## src/rtl/pipe_pkg.sv

```systemverilog
// Shared constants and helpers for the elastic pipeline register chain.
// Optional build macro used by the chain: PIPE_OCCUPANCY_EN.
package pipe_pkg;

  // Above this depth the combinational ready path through all stages gets long.
  localparam int PIPE_MAX_COMB_DEPTH = 4;

  // Bits needed to count 0..depth occupied stages.
  function automatic int occ_width(input int depth);
    return $clog2(depth + 1);
  endfunction

  // pipe_word pattern, declared locally where WIDTH is known:
  //   typedef struct packed {logic valid; logic [WIDTH-1:0] data;} pipe_word;

endpackage

```

## src/rtl/pipe_stage.sv

```systemverilog
// One elastic stage: a valid bit plus a data word, loaded on an upstream
// handshake and drained when the downstream side is ready.
module pipe_stage
  import pipe_pkg::*;
#(
  parameter int               WIDTH     = 8,
  parameter logic [WIDTH-1:0] RESET_VAL = '0
) (
  input  logic             clk,
  input  logic             rst_n,
  input  logic             flush,
  input  logic             up_valid,
  input  logic [WIDTH-1:0] up_data,
  input  logic             dn_rdy_in,
  output logic             rdy_out,
  output logic             valid,
  output logic [WIDTH-1:0] data
);

  typedef struct packed {
    logic             valid;
    logic [WIDTH-1:0] data;
  } pipe_word;

  pipe_word word_reg;
  logic     load;

  assign rdy_out = !word_reg.valid || dn_rdy_in;
  assign load    = up_valid && rdy_out && !flush;
  assign valid   = word_reg.valid;
  assign data    = word_reg.data;

  always_ff @(posedge clk or negedge rst_n) begin
    if (!rst_n) begin
      word_reg.valid <= 1'b0;
      word_reg.data  <= RESET_VAL;
    end else begin
      if (flush) begin
        word_reg.valid <= 1'b0;
      end else if (load) begin
        word_reg.valid <= 1'b1;
      end else if (rdy_out) begin
        word_reg.valid <= 1'b0;
      end
      // Data only moves with a word, so bubbles never toggle it.
      if (load) begin
        word_reg.data <= up_data;
      end
    end
  end

endmodule

```

## src/rtl/pipe_reg_chain.sv

```systemverilog
// DEPTH-stage elastic register chain with valid/ready backpressure and flush.
// Define PIPE_OCCUPANCY_EN to add the registered occupancy count output.
module pipe_reg_chain
  import pipe_pkg::*;
#(
  parameter int               WIDTH     = 8,
  parameter int               DEPTH     = 2,
  parameter logic [WIDTH-1:0] RESET_VAL = '0
) (
  input  logic             clk,
  input  logic             rst_n,
  input  logic             flush,
  input  logic             in_valid,
  input  logic [WIDTH-1:0] in_data,
  output logic             in_ready,
  output logic             out_valid,
  output logic [WIDTH-1:0] out_data,
  input  logic             out_ready
`ifdef PIPE_OCCUPANCY_EN
  ,
  output logic [occ_width(DEPTH)-1:0] occupancy
`endif
);

  if (DEPTH < 1) begin : g_depth_err
    $error("pipe_reg_chain: DEPTH must be at least 1");
  end
  if (DEPTH > PIPE_MAX_COMB_DEPTH) begin : g_depth_warn
    $warning("pipe_reg_chain: ready path spans more than PIPE_MAX_COMB_DEPTH stages");
  end

  logic [DEPTH-1:0] v_vec;
  logic [WIDTH-1:0] d_arr [DEPTH];

  // Each stage keeps its own ready net so the ripple from the output stage
  // back to stage 0 is a plain chain of distinct signals (the critical path).
  for (genvar gi = 0; gi < DEPTH; gi++) begin : g_stage
    logic             up_v;
    logic [WIDTH-1:0] up_d;
    logic             dn_rdy;
    logic             rdy;

    if (gi == 0) begin : g_first
      assign up_v = in_valid;
      assign up_d = in_data;
    end else begin : g_next
      assign up_v = v_vec[gi-1];
      assign up_d = d_arr[gi-1];
    end

    if (gi == DEPTH - 1) begin : g_tail
      assign dn_rdy = out_ready;
    end else begin : g_body
      assign dn_rdy = g_stage[gi+1].rdy;
    end

    pipe_stage #(
      .WIDTH    (WIDTH),
      .RESET_VAL(RESET_VAL)
    ) u_stage (
      .clk      (clk),
      .rst_n    (rst_n),
      .flush    (flush),
      .up_valid (up_v),
      .up_data  (up_d),
      .dn_rdy_in(dn_rdy),
      .rdy_out  (rdy),
      .valid    (v_vec[gi]),
      .data     (d_arr[gi])
    );
  end

  assign in_ready  = g_stage[0].rdy && !flush;
  assign out_valid = v_vec[DEPTH-1] && !flush;
  assign out_data  = d_arr[DEPTH-1];

`ifdef PIPE_OCCUPANCY_EN
  localparam int OW = occ_width(DEPTH);

  logic [OW-1:0] occ_reg;
  logic          in_hs;
  logic          out_hs;

  assign in_hs     = in_valid && in_ready;
  assign out_hs    = out_valid && out_ready;
  assign occupancy = occ_reg;

  always_ff @(posedge clk or negedge rst_n) begin
    if (!rst_n) begin
      occ_reg <= '0;
    end else if (flush) begin
      occ_reg <= '0;
    end else if (in_hs && !out_hs) begin
      occ_reg <= occ_reg + OW'(1);
    end else if (!in_hs && out_hs) begin
      occ_reg <= occ_reg - OW'(1);
    end
  end

  occ_matches_valids: assert property (@(posedge clk) disable iff (!rst_n)
    int'(occ_reg) == $countones(v_vec));
`endif

endmodule

```

## config.mk

```make
export PLATFORM = sky130hd
export DESIGN_NAME = pipe_reg_chain
export DESIGN_NICKNAME = d
export VERILOG_FILES = /design/src/rtl/pipe_pkg.sv /design/src/rtl/pipe_stage.sv /design/src/rtl/pipe_reg_chain.sv
export SDC_FILE = /design/constraint.sdc
export NUM_CORES = 1
export LEC_CHECK = 0
export CORE_MARGIN = 1
export CORE_UTILIZATION = 44
export CTS_CLUSTER_SIZE = 8
export DETAILED_ROUTE_END_ITERATION = 8
export PLACE_DENSITY_LB_ADDON = 0.05
export SLEW_MARGIN = 25
export SYNTH_ARGS = -nofsm -noshare
export SYNTH_HDL_FRONTEND = slang
export SYNTH_SLANG_ARGS = --single-unit
```

## constraint.sdc

```tcl
create_clock -name clk -period 1.9 [get_ports clk]
set_input_delay 0.19 -clock clk [delete_from_list [all_inputs] [get_ports clk]]
set_output_delay 0.19 -clock clk [all_outputs]
set_load 0.005 [all_outputs]
```

==> flow_metrics.tcl, run 1 <==
set metrics [dict create \
    total_leakage_power_nw 0.485 \
    grt_max_degree 19 \
    numCtsBuffers 3 \
    drt-initial-drc-count 8 \
    fin_crit_ns 1.68 \
    io_buffer_count 22 \
    dp_hpwl_um 856 \
    clkLatencyLatePin_ns 0.28 \
    clk_path_buf_depth 2 \
    first_pass_iters 2 \
    area_growth_pct 41.9 \
    fp.dieW_um 43.0 \
    fmax_mhz 595 \
    setup_viol 0 \
    worstSetupPathType "register to output port" \
    p_int_mw 0.775 \
    syn_area_um2 741 \
    initial_core_util_pct 48.1 \
    synth_cell_types 10 \
    path_max_fanout 3 \
    outcome "finished, final reports clean" \
    grt_pass1_vias 488 \
    drv_slew 0 \
    io_pins 23 \
    die_area_um2 1850 \
    synth_fp_nets 58 \
    timing.slew.headroom_pct 85.0 \
    startpoint_type "register" \
    p_per_area_nw_per_um2 940 \
    cts.htree.levels 1 \
    setup_ws_ns 0.220 \
    cts_resized 0 \
    avgViaCountPerCell 4.84 \
    finalCritPeriodShare_pct 88.4 \
    die_y_um 43.0 \
    wl_mm 1.13 \
    cts_tree "done" \
    grt_usage_pct 15.8 \
    syn_avg_cell_area_um2 16.5 \
    finalPower_mw 0.988 \
    antenna_found_initial 0 \
    p_seq_share_pct 50.6 \
    clk_pin_slew_ns 0.10 \
    avgRoutedWirePerCell_um 12.3 \
    power.switching_mw 0.213 \
    drv_cap 0 \
    seq_area_frac_synth_pct 60.8 \
    gp_congestion 0.660 \
    synthCells 45 \
    cts_hold_buf 0 \
    via_count 445 \
    antenna_cells 0 \
    ir_drop_mv 0.588 \
    comb_power_share_pct 26.5 \
    hold_viol_final 0 \
    grt_first_pass_wirelength_mm 2.12 \
    layout-drive-gt1-share_pct 35.5 \
    max_slew.worst_pin.slew_ns 0.226 \
    fillers 124 \
    coreArea_um2 1540 \
    finalClockSkew_ns 0.000509 \
    min_path_type "input port to async pin" \
    yosys_warnings 0 \
    clockRootBuffer "clkbuf_4" \
    postCtsSetupBuffers 0 \
    rsz0062_at_grt "no" \
    dp_slack_ns 0.0914 \
    worst-endpoint-required_ns 1.71 \
    fin_nets 90 \
    ys_seq_elements 18 \
    post-route-drc-count 0 \
    clkPwrFrac_pct 22.9 \
    fin_tns_setup_ns 0 \
    critPathCaptureType "output port" \
    cts.sinks 18 \
    sw_frac_of_total_pct 21.6 \
    cp.arrival_ns 1.49 \
    drtAntennaViolNets 0 \
    grt_remaining_overflow 0 \
    rows 14 \
]
-- critical path, cell delays in order (launching register included) --
cell and delay, ns:
dfrtp_1 0.41, and3b_1 0.21, nor2_1 0.09, clkdlybuf4s50_1 0.50
-- sequential cells by signal (all words and copies together) (netlist names) --
name	count
g_stage.u_stage.valid	2
g_stage.u_stage.data	16
-- power groups by stage --
stage	combinational, mW	sequential [mW]	clock (mW)
2_1_floorplan	0.103	0.509	0
3_3_place_gp	0.262	0.507	0
3_5_place_dp	0.264	0.510	0
4_1_cts	0.266	0.501	0.241
5_1_grt	0.282	0.512	0.258
6_report	0.262	0.500	0.227
-- kinds of logic (layout without fill, tap and decap cells) --
| kind of cell | count (synthesis) | after routing | share of synthesized area [%] |
|---|---|---|---|
| flip-flops | 18 | 18 | 60.8 |
| multiplexers | 16 | 16 | 28.4 |
| AND/OR/NAND/NOR | 10 | 10 | 9.29 |
| buffers and inverters | 1 | 32 | 1.52 |
-- stage by stage --
stage / instances / hold slack, ns / util (%) / cell area (um2)
6_report: 92 / 0.241 / 68.2 / 1050
5_1_grt: 92 / 0.254 / 68.2 / 1050
3_5_place_dp: 88 / 0.495 / 65.8 / 1010
4_1_cts: 92 / 0.238 / 68.2 / 1050
3_3_place_gp: 88 / 0.489 / 65.8 / 1010
2_1_floorplan: 45 / -0.106 / - / 741
-- routing by layer --
layer | part of all wire (%) | routed length [um] | up-vias | track usage [%]
li1 | - | - | 217 | -
met5 | 0 | 0 | - | 0
met2 | 49 | 549 | 13 | 23.6
met4 | 1.1 | 12 | 0 | 9.09
met3 | 5.2 | 59 | 2 | 2.55
met1 | 45 | 508 | 213 | 21.6
-- final timing paths --
path | from | endpoint | slack [ns] | cells after the start
max | g_stage[0].u_stage.valid | in_ready | 0.22 | 3
min | rst_n | g_stage[1].u_stage.data[4] | 0.24 | 2
max reg2reg | g_stage[0].u_stage.valid | g_stage[0].u_stage.data[4] | 0.34 | 4
min reg2reg | g_stage[1].u_stage.data[0] | g_stage[1].u_stage.data[0] | 0.51 | 1
max in group asynchronous | rst_n | g_stage[1].u_stage.data[5] | 1.47 | 2
min in group clk | in_valid | g_stage[0].u_stage.valid | 0.50 | 3
-- synth_stat cells --
cell	instances	area share, %
dfrtp_1	18	61
mux2_2	8	12
mux2_4	8	16
buf_6	1	1.5
nor3b_4	1	2.5
and2b_1	1	1.0
and3b_1	1	1.2
or3b_1	1	1.2
nor2b_1	1	0.85
nor2_1	5	2.5
-- final cells by class --
| cell class | count | area (um2) | area share [%] |
|---|---|---|---|
| multi-input cells | 26 | 279 | 26.5 |
| repair buffers | 28 | 265 | 25.2 |
| well taps | 16 | 20.0 | 1.90 |
| flip-flops and latches | 18 | 450 | 42.9 |
| clock buffers | 4 | 36.3 | 3.45 |
-- layout by cell type (no fill, tap or decap) --
cell	n
clkdlybuf4s50_1	22
or3b_1	1
mux2_2	8
mux2_4	8
and3b_1	1
clkbuf_8	1
nor2_1	5
nor3b_4	1
nor2b_1	1
buf_4	6
and2b_1	1
dfrtp_1	18
clkbuf_4	3
No activity file was read; power rests on OpenSTA's default activity.
==> inputs of run 2 (changes only) <==
--- a/config.mk
+++ b/config.mk
@@ -5,11 +5,13 @@
 export SDC_FILE = /design/constraint.sdc
 export NUM_CORES = 1
 export LEC_CHECK = 0
+export CORE_ASPECT_RATIO = 1.1
 export CORE_MARGIN = 1
 export CORE_UTILIZATION = 44
 export CTS_CLUSTER_SIZE = 8
 export DETAILED_ROUTE_END_ITERATION = 8
 export PLACE_DENSITY_LB_ADDON = 0.05
+export RECOVER_POWER = 25
 export SLEW_MARGIN = 25
 export SYNTH_ARGS = -nofsm -noshare
 export SYNTH_HDL_FRONTEND = slang
==> run 2 against run 1 <==
Effect of this change: power decreased by 4.9%; clock skew rose by 0.012 ns; clock power down 22%; sequential power about the same; via count fell by 3.6%; critical path depth unchanged; fmax shrank 0.96%; largest cell class unchanged.
==> flow_metrics.tcl, run 2 (synthesis gave the netlist of run 1 again) <==
set metrics [dict create \
    clk_pin_slew_ns 0.10 \
    post-route-drc-count 0 \
    ff2ff_path_depth 4 \
    startpoint_type "register" \
    worstSetupPathType "register to output port" \
    clockRootBuffer "clkbuf_4" \
    cts.sinks 18 \
    grt_remaining_overflow 0 \
    io_buffer_count 22 \
    cts_tree "done" \
    antenna_cells 0 \
    holdWs_ns 0.499 \
    grt_first_pass_wirelength_mm 1.89 \
    ir_drop_mv 0.481 \
    min_path_type "input port to register" \
    drtAntennaViolNets 0 \
    avgRoutedWirePerCell_um 12.8 \
    clkLatencyLatePin_ns 0.28 \
    worstHoldStart "in_valid" \
    wl_mm 1.18 \
    die_area_um2 1850 \
    rsz0062_at_grt "no" \
    finalCritPeriodShare_pct 89.3 \
    cts_hold_buf 0 \
    antenna_found_initial 0 \
    path_max_fanout 3 \
    outcome "finished, final reports clean" \
    holdPathEnd "g_stage[0].u_stage.valid" \
    hold_viol_final 0 \
    area_growth_pct 39.7 \
    drv_slew 0 \
    drt-initial-drc-count 1 \
    fin_tns_setup_ns 0 \
    fin_nets 90 \
    fp.dieW_um 41.1 \
    avgViaCountPerCell 4.66 \
    io_pins 23 \
    cts_resized 0 \
    max_slew.worst_pin.slew_ns 0.957 \
    reg2reg_to "g_stage[0].u_stage.data[7]" \
    fmax_mhz 589 \
    critPathCaptureType "output port" \
    dp_hpwl_um 910 \
    cp.arrival_ns 1.51 \
    timing.slew.headroom_pct 36.2 \
    numCtsBuffers 3 \
    die_y_um 45.0 \
    rows 15 \
    initial_core_util_pct 47.0 \
    worst-endpoint-required_ns 1.71 \
    final_common_cell "clkdlybuf4s50_1" \
    drv_cap 0 \
    cts.htree.levels 1 \
    coreArea_um2 1580 \
    worstHoldPathCells 3 \
    first_pass_iters 2 \
    grt_usage_pct 15.6 \
    total_leakage_power_nw 0.474 \
    p_per_area_nw_per_um2 908 \
    regMostFlops "g_stage.u_stage.data" \
    fin_crit_ns 1.70 \
    grt_pass1_vias 432 \
    largestRegisters "g_stage.u_stage.data (16), g_stage.u_stage.valid (2)" \
    mostFrequentLayoutCells "21 x clkdlybuf4s50_1, 18 x dfrtp_1, 8 x mux2_2, 8 x mux2_4" \
    via_count 429 \
    rrSetupSlack_ns 0.32 \
    largest_register_ffs 16 \
    finalClockSkew_ns 0.0128 \
    layout-drive-gt1-share_pct 33.3 \
    postCtsSetupBuffers 0 \
    fillers 140 \
    setup_viol 0 \
    timing.rr.start "g_stage[0].u_stage.valid" \
    gp_congestion 0.683 \
    grt_max_degree 19 \
    clk_path_buf_depth 2 \
]
## run 2: cell count changes in the layout (fill, tap and decap cells not counted)
| cell | delta |
|---|---|
| clkbuf_1 | +1 |
| dlygate4sd3_1 | +1 |
| clkbuf_8 | -1 |
| buf_4 | -1 |
| clkdlybuf4s50_1 | -1 |
## run 2: area by class of cell
class,count,area (um2),area share (%)
multi-input cells,26,279,27.0
flip-flops and latches,18,450,43.5
repair buffers,28,262,25.3
well taps,17,21.3,2.06
clock buffers,3,22.5,2.18
## run 2: how the worst max path moves through the flow
stage	startpoint	endpoint	slack [ns]	cells after the start
2_1_floorplan	g_stage[0].u_stage.valid	g_stage[0].u_stage.data[0]	0.43	4
5_1_grt	g_stage[0].u_stage.valid	in_ready	0.12	3
4_1_cts	g_stage[0].u_stage.valid	in_ready	0.19	3
6_report	g_stage[0].u_stage.valid	in_ready	0.20	3
3_3_place_gp	out_ready	g_stage[0].u_stage.data[6]	0.1	5
3_5_place_dp	out_ready	g_stage[0].u_stage.data[7]	0.06	5
## run 2: worst max-delay path, cell delays in order (launching register included)
cell	delay [ns]
dfrtp_1	0.41
and3b_1	0.21
nor2_1	0.11
clkdlybuf4s50_1	0.50
## run 2: per-stage QoR
step           utilization [%]  setup slack (ns)  area, um2  power, mW  cells
6_report                  65.6             0.204       1030      0.939     92
3_3_place_gp              64.4            0.0979       1020      0.771     89
3_5_place_dp              64.4            0.0629       1020      0.776     89
4_1_cts                   65.9             0.186       1040      0.957     92
5_1_grt                   65.6             0.125       1030       1.00     92
2_1_floorplan                -             0.427        741      0.612     45
## run 2: report_power, final
part	internal [mW]	total, mW	switching [mW]
registers	0.462	0.500	0.0374
clock network	0.0734	0.178	0.105
logic	0.195	0.262	0.0666
## run 2: routing by layer
layer	vias up	track usage [%]	routed length (um)
met3	2	4.43	55
met4	0	5.81	4
met5	-	0	0
li1	218	-	-
met1	197	22.2	567
met2	12	22.5	551
